$ cat src/rtl/nibble_serial_adder.sv
// rtl/nibble_serial_adder.sv - nibble-serial wide adder sequencer driving an external fulladd4
// Optional signed-overflow output enabled by macro NIBBLE_SERIAL_ADDER_OVF_EN.
module nibble_serial_adder #(
   parameter int NIBBLES = 4
) (
   input  logic                 clk,
   input  logic                 reset,
   input  logic                 start,
   input  logic [4*NIBBLES-1:0] a,
   input  logic [4*NIBBLES-1:0] b,
   input  logic                 c_in,
   output logic                 busy,
   output logic                 done,
   output logic [4*NIBBLES-1:0] sum,
   output logic                 c_out,
`ifdef NIBBLE_SERIAL_ADDER_OVF_EN
   output logic                 ovf,
`endif
   output logic [3:0]           add_a,
   output logic [3:0]           add_b,
   output logic                 add_cin,
   input  logic [3:0]           add_sum,
   input  logic                 add_cout
);

   localparam int W  = 4 * NIBBLES;
   localparam int IW = (NIBBLES > 1) ? $clog2(NIBBLES) : 1;

   typedef enum logic [1:0] {
      IDLE = 2'd0,
      RUN  = 2'd1,
      DONE = 2'd2
   } state_t;

   state_t          state;
   state_t          state_nxt;
   logic [W-1:0]    a_sh;
   logic [W-1:0]    b_sh;
   logic            carry;
   logic [IW-1:0]   idx;
   logic [W-1:0]    result;
   logic [W-1:0]    result_nxt;
   logic            last;
`ifdef NIBBLE_SERIAL_ADDER_OVF_EN
   logic            a_msb;
   logic            b_msb;
`endif

   assign add_a   = a_sh[3:0];
   assign add_b   = b_sh[3:0];
   assign add_cin = carry;
   assign last    = (idx == IW'(NIBBLES - 1));

   always_ff @(posedge clk) begin
      if (reset) begin
         state <= IDLE;
      end else begin
         state <= state_nxt;
      end
   end

   always_comb begin
      state_nxt = state;
      busy      = 1'b0;
      done      = 1'b0;
      case (state)
         IDLE: begin
            if (start) begin
               state_nxt = RUN;
            end
         end
         RUN: begin
            busy = 1'b1;
            if (last) begin
               state_nxt = DONE;
            end
         end
         DONE: begin
            done      = 1'b1;
            state_nxt = IDLE;
         end
         default: begin
            state_nxt = IDLE;
         end
      endcase
   end

   // Result including the nibble being produced this cycle, so the completion edge sees all of it.
   always_comb begin
      result_nxt = result;
      result_nxt[{idx, 2'b00} +: 4] = add_sum;
   end

   always_ff @(posedge clk) begin
      if (reset) begin
         a_sh   <= '0;
         b_sh   <= '0;
         carry  <= 1'b0;
         idx    <= '0;
         result <= '0;
         sum    <= '0;
         c_out  <= 1'b0;
`ifdef NIBBLE_SERIAL_ADDER_OVF_EN
         a_msb  <= 1'b0;
         b_msb  <= 1'b0;
         ovf    <= 1'b0;
`endif
      end else if (state == IDLE) begin
         if (start) begin
            a_sh   <= a;
            b_sh   <= b;
            carry  <= c_in;
            idx    <= '0;
            result <= '0;
`ifdef NIBBLE_SERIAL_ADDER_OVF_EN
            a_msb  <= a[W-1];
            b_msb  <= b[W-1];
`endif
         end
      end else if (state == RUN) begin
         a_sh   <= a_sh >> 4;
         b_sh   <= b_sh >> 4;
         carry  <= add_cout;
         idx    <= idx + 1'b1;
         result <= result_nxt;
         if (last) begin
            sum   <= result_nxt;
            c_out <= add_cout;
`ifdef NIBBLE_SERIAL_ADDER_OVF_EN
            ovf   <= (a_msb == b_msb) && (result_nxt[W-1] != a_msb);
`endif
         end
      end
   end

endmodule

$ cat config.mk
export PLATFORM = sky130hd
export DESIGN_NAME = nibble_serial_adder
export DESIGN_NICKNAME = d
export VERILOG_FILES = /design/src/rtl/nibble_serial_adder.sv
export SDC_FILE = /design/constraint.sdc
export NUM_CORES = 1
export LEC_CHECK = 0
export ABC_CLOCK_PERIOD_IN_PS = 3300
export CAP_MARGIN = 20
export CORE_MARGIN = 2
export CORE_UTILIZATION = 30
export CTS_CLUSTER_SIZE = 14
export DETAILED_ROUTE_END_ITERATION = 10
export MAX_ROUTING_LAYER = met4
export PLACE_DENSITY_LB_ADDON = 0.15
export REMOVE_ABC_BUFFERS = 1
export SETUP_SLACK_MARGIN = 0.15
export SLEW_MARGIN = 5
export SYNTH_ARGS = -nofsm -noshare
export SYNTH_HDL_FRONTEND = slang
export SYNTH_SLANG_ARGS = --single-unit
$ cat constraint.sdc
create_clock -name clk -period 3.3 [get_ports clk]
set_input_delay 0.495 -clock clk [delete_from_list [all_inputs] [get_ports clk]]
set_output_delay 0.495 -clock clk [all_outputs]
set_load 0.1 [all_outputs]
# Yosys cells after proc, flatten, opt, wreduce, memory -nomap -nowiden
# Index checks and enable logic that the tools add are counted.
[op_classes]
add_sub_neg = 2
mul = 0
div = 0
order_cmp = 0
n_eq_ne = 5
n_shift = 2
n_mux = 21
bitwise_logic = 1
n_reduce_logical = 5
[ops]
columns = ["operator", "count"]
rows = [
  ["16-bit two-way mux", 9],
  ["16-bit bitwise mux", 1],
  ["4-bit by 6-bit variable shift with 16-bit output (first input constant)", 1],
  ["4-bit by 6-bit variable part select with 16-bit output", 1],
  ["2-bit two-way mux", 5],
  ["4-bit negation with 6-bit output", 1],
  ["1-bit two-way mux", 5],
  ["2-bit equality test (second input constant)", 2],
  ["2-bit inequality test (second input constant)", 2],
  ["2-bit one-hot mux with 2 select lines", 1],
  ["2-bit AND reduction", 2],
  ["3-bit AND reduction", 1],
  ["2-bit by 1-bit adder with 2-bit output (second input constant)", 1],
  ["2-bit by 1-bit equality test with 1-bit output (second input constant)", 1],
  ["2-bit logical NOT", 1],
  ["2-bit nonzero test", 1],
  ["1-bit NOT", 1],
]
[totals]
register_bits = 70
latchBits = 0
mem_bits_rw = 0
romBits = 0
input_bits = 41
memories = 0

# Logic depth before layout (Yosys ltp)
# Gate-level depths: netlist of the first run.
[logic_depth]
word_depth = 5
depth_mapped = 6
mapped_depth_nobuf = 5

# Least setup slack after synthesis of the first run
# No wires, ideal clock.
[synth_timing]
path_kind = "reg2out"
startpoint = "register state[0]"
endpoint = "output port done"
arrival_time_ps = 1914
slack_ps = 891
stages_incl_launch_ff = 4
path_cell_list = "dfxtp_1 > buf_4 > buf_2 > nor2_1"
[synth_via]
elab_chain_len = 2
[synth_rtl]
columns = ["item", "line", "text"]
rows = [
  ["from (decl)", "35", "state_t state;"],
  ["from (signal assigned)", "58", "state <= state_nxt;"],
  ["2-bit equality test", "66", "case (state)"],
  ["1-bit two-way mux", "66", ""],
  ["to (decl)", "13", "output logic done,"],
]
# Every way passes these cells.

# Final worst setup path of the first run
[layout_timing]
startpoint = "register b_sh[3]"
endpoint = "output port add_b[3]"
[layout_rtl]
columns = ["item", "line", "text"]
rows = [
  ["from (decl)", "38", "logic [W-1:0] b_sh;"],
  ["from (signal assigned)", "122", "b_sh <= b_sh >> 4;"],
  ["to (decl)", "20", "output logic [3:0] add_b,"],
]
# No word-level cell between the ends.

==> results_dict.tcl, run 1 <==
set metrics [dict create \
    grt_pass1_wl_mm 12.28 \
    critical_path_class "reg2out" \
    final_util_pct 39.47 \
    yosys.area_share.simple_pct 12.30 \
    route.detailed.drc 0 \
    slew_headroom_pct 32.85 \
    antenna_found_initial 0 \
    die_area_sq_um 11480 \
    synth.distinct_cells 33 \
    synthMuxAreaShare_pct 9.248 \
    dpl_cell_area_sq_um 3840 \
    clock_skew_ns 0.006751 \
    grt_overflow 0 \
    grt_max_degree 37 \
    track_usage_pct 14.16 \
    synthesis.area_sq_um 3193 \
    syn_inst 302 \
    yosys_most_used_dff "dfxtp_1" \
    cp-end-kind "primary output" \
    cap_violations 0 \
    diodes 0 \
    fin_crit_sh_pct 70.90 \
    crit_chain "clkdlybuf4s50_1" \
    tns_ns 0 \
    clk_latency_ns 0.35 \
    final_max_slew_viol_count 0 \
    gp_congestion 0.8038 \
    ios 69 \
    yosys.area.top_type "dfxtp_1" \
    htreeDepth 3 \
    max_freq_ghz 0.4274 \
    rr_worst_depth 5 \
    hpwl_mm 5.251 \
    cpMaxStageDelayCell "clkdlybuf4s50_1" \
    worstPathArrival_ns 1.84 \
    async_flop_share_pct 0 \
    synth_fa_ha_area_share_pct 2.351 \
    path_buf_inv 1 \
    num_rows 37 \
    yosysSeqAreaShare_pct 43.89 \
    vias 2433 \
    synthTopCellsByArea "dfxtp_1 (44%), a211oi_2 (10%), mux2i_1 (7.8%)" \
    timing.final.hold_violations 0 \
    tightestPinTransition_ns 1.004 \
    drt_pre_antenna_iters 4 \
    layout_min_cycle_time_ns 2.340 \
    power_uw 2082 \
    rrSetupSlack_ns 1.30 \
    synth-compound-area-share_pct 24.41 \
    setup_viol 0 \
    critPathRequiredTime_ns 2.80 \
    fillers 1040 \
    drt_wl_total_mm 7.686 \
    hold_depth 2 \
    yosysWarnings 0 \
    wl_per_cell_microns 15.50 \
    grt_pass1_vias 2373 \
    cts_tree "done" \
    ir_drop_mv 0.2278 \
    die_h_microns 107.2 \
    synthToLayoutAreaGrowth_pct 27.63 \
    clk_pin_slew_ns 0.08 \
    initial_core_util_pct 30.93 \
    ys_seq_elements 70 \
    die_width_microns 107.2 \
    preCtsSetupSlack_ns 0.8642 \
    clock-sinks 70 \
    cp-start-kind "flip-flop" \
    cts_hold_buffers 0 \
    outcome "finished clean" \
    finalInstanceArea_sq_um 4075 \
    initialDrtViolationCount 126 \
    cp_max_fo 2 \
    p_per_area_nw_per_um2 510.9 \
    final_antenna_net_count 0 \
    slowest_delay_ns 1.16 \
    synth-edff-count 0 \
    cp.depth 1 \
    cts-root-buf "clkbuf_8" \
    rsz0062_at_grt "no" \
    critPathTopFamily "buffers and inverters" \
    yosysTopAreaCellShare_pct 43.89 \
    leakagePower_uw 0.001512 \
    core_sq_um 10320 \
    synth-xor-area-share_pct 0 \
    nets 403 \
    final_cell_mix "dfxtp_1 (69), clkdlybuf4s50_1 (61), nor2_1 (53), a211oi_2 (26), mux2i_1 (25)" \
    layout-drive-gt1-share_pct 18.61 \
    synth.avg_cell_area_sq_um 10.57 \
    holdCritPathClass "reg2reg" \
    numPortBuffers 68 \
    cts_setup_buffers 0 \
    clk_path_buf_depth 2 \
    vias_per_cell 4.905 \
    cts_made_buffers 9 \
    synth_top_family_by_area "compound AO/OA/AOI/OAI gates" \
    final_common_cell "dfxtp_1" \
    setup_slack_ns 0.9602 \
    cts.repair.resized 0 \
]
final cells by class:
type	instances	area, sq um	area share [%]
Multi-Input combinational cell	195	1543	37.86
Timing Repair Buffer	73	698.2	17.13
Tap cell	136	170.2	4.176
Clock buffer	9	123.9	3.040
Sequential cell	70	1403	34.42
Inverter	7	26.28	0.6448
Clock inverter	6	111.4	2.733
sequential cells by signal (all words and copies together) (netlist names):
register and flops:
c_out 1, a_sh 16, state 2, result 16
b_sh 16, idx 2, sum 16, add_cin 1
power by group:
| part | switching [uW] | internal [uW] |
|---|---|---|
| clock network | 326 | 497 |
| registers | 28.2 | 882 |
| logic | 212 | 136 |
| total | 566 | 1520 |
stage by stage:
stage / hold slack, ns / instances
after floorplan: 0.4492 / 272
after global placement: 0.4549 / 481
after detailed placement: 0.4608 / 481
after CTS: 0.4711 / 496
after global routing: 0.4934 / 496
final: 0.4670 / 496
metal layers:
metal	global-route usage, %	wire length [microns]
met1	18.04	3631
met5	-	0
met2	22.11	3619
met3	3.708	353
met4	4.174	81
worst register-to-register path: cells and delay by family, from the launching register on:
| kind | cells | cell delay (ns) |
|---|---|---|
| AOI/OAI and AO/OA | 1 | 0.32 |
| adders and majority gates | 1 | 0.40 |
| buffers and inverters | 1 | 0.22 |
| DFF | 1 | 0.52 |
| and+or+nand+nor | 2 | 0.41 |
path summary, 6_finish.rpt:
| kind | startpoint | to |
|---|---|---|
| setup / recovery | b_sh[3] | add_b[3] |
| hold / removal | c_out | c_out |
| setup reg to reg | idx[0] | sum[12] |
| hold reg to reg | c_out | c_out |
cells by family (layout without fill, tap and decap cells):
family | after synthesis | count (layout)
compound gates | 79 | 79
fa+ha+maj | 6 | 6
buf+inv | 37 | 95
flops | 70 | 70
mux | 29 | 29
simple gates | 81 | 81
synthesized netlist by cell type (2+ instances only):
master,instances
mux2i_1,25
inv_1,7
a22oi_1,9
mux2_2,4
a211oi_2,26
buf_2,9
nand2_1,2
a22o_1,16
nor2_1,53
buf_6,7
and4bb_2,2
a211oi_1,5
a21oi_2,4
a32oi_1,4
a221oi_1,12
and2_1,5
dfxtp_1,70
nor3_1,12
buf_4,11
ha_1,6
Note: power is estimated with default switching activity, not from simulation.
==> run 2: changes to the inputs <==
Settings changed: ABC_CLOCK_PERIOD_IN_PS 3300 to 2300.
Clock period 3.3 ns to 2.3 ns, I/O delays scaled along.
==> results_dict.tcl, run 2 (same netlist as run 1, synthesis figures left out) <==
set metrics [dict create \
    drt_pre_antenna_iters 4 \
    vias_per_cell 4.859 \
    final_cell_mix "dfxtp_1 (69), nor2_1 (53), clkdlybuf4s50_1 (39), buf_4 (36), a211oi_2 (26)" \
    crit_chain "inv_1 -> nor2_1 -> buf_12" \
    grt_pass1_wl_mm 12.08 \
    cpMaxStageDelayCell "dfxtp_1" \
    clock-sinks 70 \
    critical_path_class "reg2out" \
    slew_headroom_pct 67.10 \
    power_uw 2949 \
    final_common_cell "dfxtp_1" \
    slowest_delay_ns 0.50 \
    final_antenna_net_count 0 \
    synthToLayoutAreaGrowth_pct 27.82 \
    htreeDepth 3 \
    grt_overflow 0 \
    cts_made_buffers 9 \
    holdCritPathClass "reg2reg" \
    core_sq_um 10320 \
    worstPathArrival_ns 1.51 \
    layout_min_cycle_time_ns 1.854 \
    cp-start-kind "flip-flop" \
    cts_setup_buffers 0 \
    cts.repair.resized 0 \
    initialDrtViolationCount 47 \
    holdWs_ns 0.4580 \
    layout-drive-gt1-share_pct 25.68 \
    wl_per_cell_microns 14.77 \
    grt_pass1_vias 2425 \
    p_per_area_nw_per_um2 722.4 \
    cts_hold_buffers 0 \
    clock_skew_ns 0.004152 \
    num_rows 37 \
    ir_drop_mv 0.3358 \
    leakagePower_uw 0.001590 \
    cp_max_fo 8 \
    antenna_found_initial 0 \
    fin_cells 502 \
    nets 408 \
    vias 2439 \
    cap_violations 0 \
    route.detailed.drc 0 \
    clk_pin_slew_ns 0.07 \
    tightestPinTransition_ns 0.4935 \
    cp-end-kind "primary output" \
    final_max_slew_viol_count 0 \
    numPortBuffers 68 \
    gp_congestion 0.8212 \
    die_area_sq_um 11480 \
    grt_max_degree 52 \
    clk_latency_ns 0.34 \
    max_freq_ghz 0.5393 \
    tns_ns 0 \
    diodes 0 \
    rsz0062_at_grt "no" \
    setup_viol 0 \
    fin_crit_sh_pct 80.62 \
    die_h_microns 107.2 \
    timing.final.hold_violations 0 \
    cts_tree "done" \
    die_width_microns 107.2 \
    track_usage_pct 13.64 \
    clk_path_buf_depth 2 \
    cts-root-buf "clkbuf_8" \
    critPathRequiredTime_ns 1.96 \
    hpwl_mm 5.142 \
    initial_core_util_pct 30.93 \
    outcome "finished clean" \
    ios 69 \
    placedCellCount 486 \
    drt_wl_total_mm 7.414 \
]
==> run 2: cell types whose count changed in the layout (fill, tap and decap cells not counted) <==
cell | previous run | this run
clkbuf_8 | 9 | 12
clkinvlp_4 | 1 | 0
bufinv_16 | 3 | 2
clkinv_4 | 1 | 0
buf_12 | 0 | 2
clkdlybuf4s50_1 | 61 | 39
clkbuf_1 | 0 | 1
buf_4 | 11 | 36
==> run 2: final timing paths <==
path              startpoint       to  slack [ns]  cells after the start
setup / recovery    state[1]     done        0.45                      3
hold / removal         c_out    c_out        0.46                      2
setup reg to reg      idx[1]  sum[12]        0.57                      5
hold reg to reg        c_out    c_out        0.46                      2
==> run 2: worst max-delay path: cells and delay by family (launching register included) <==
kind	cells	cell delay, ns
flip-flops	1	0.50
buffers and inverters	2	0.42
AND/OR/NAND/NOR	1	0.25
==> run 2: final cells by class <==
type                    instances  area, sq um
clock inverters                 3        65.06
multi-input cells             195         1543
well taps                     136        170.2
repair buffers                 78        705.7
inverters                       7        26.28
fillers                      1010         6242
flip-flops and latches         70         1403
clock buffers                  13        168.9
==> run 2: stage by stage <==
stage,instance area [sq um],utilization [%],worst slack [ns]
after detailed placement,3847,37.27,0.4410
after global placement,3847,37.27,0.4893
final,4081,39.53,0.4458
after floorplan,2970,-,-0.9132
after global routing,4081,39.53,0.3280
after CTS,4081,39.53,0.4114
==> run 2: report_power, final <==
group | total, uW | internal, uW | leakage (uW) | switching [uW]
Combinational | 508 | 197 | 0.000898 | 311
Clock | 1140 | 699 | 0.000120 | 443
Sequential | 1300 | 1270 | 0.000572 | 33.3
Total | 2950 | 2160 | 0.00159 | 787
==> run 2: routing by layer <==
metal / GRT usage, % / part of all wire, % / wire length [microns]
met5: - / 0 / 0
met3: 3.891 / 5.0 / 371
met1: 16.85 / 47 / 3487
met2: 22.15 / 47 / 3495
met4: 3.061 / 0.82 / 61
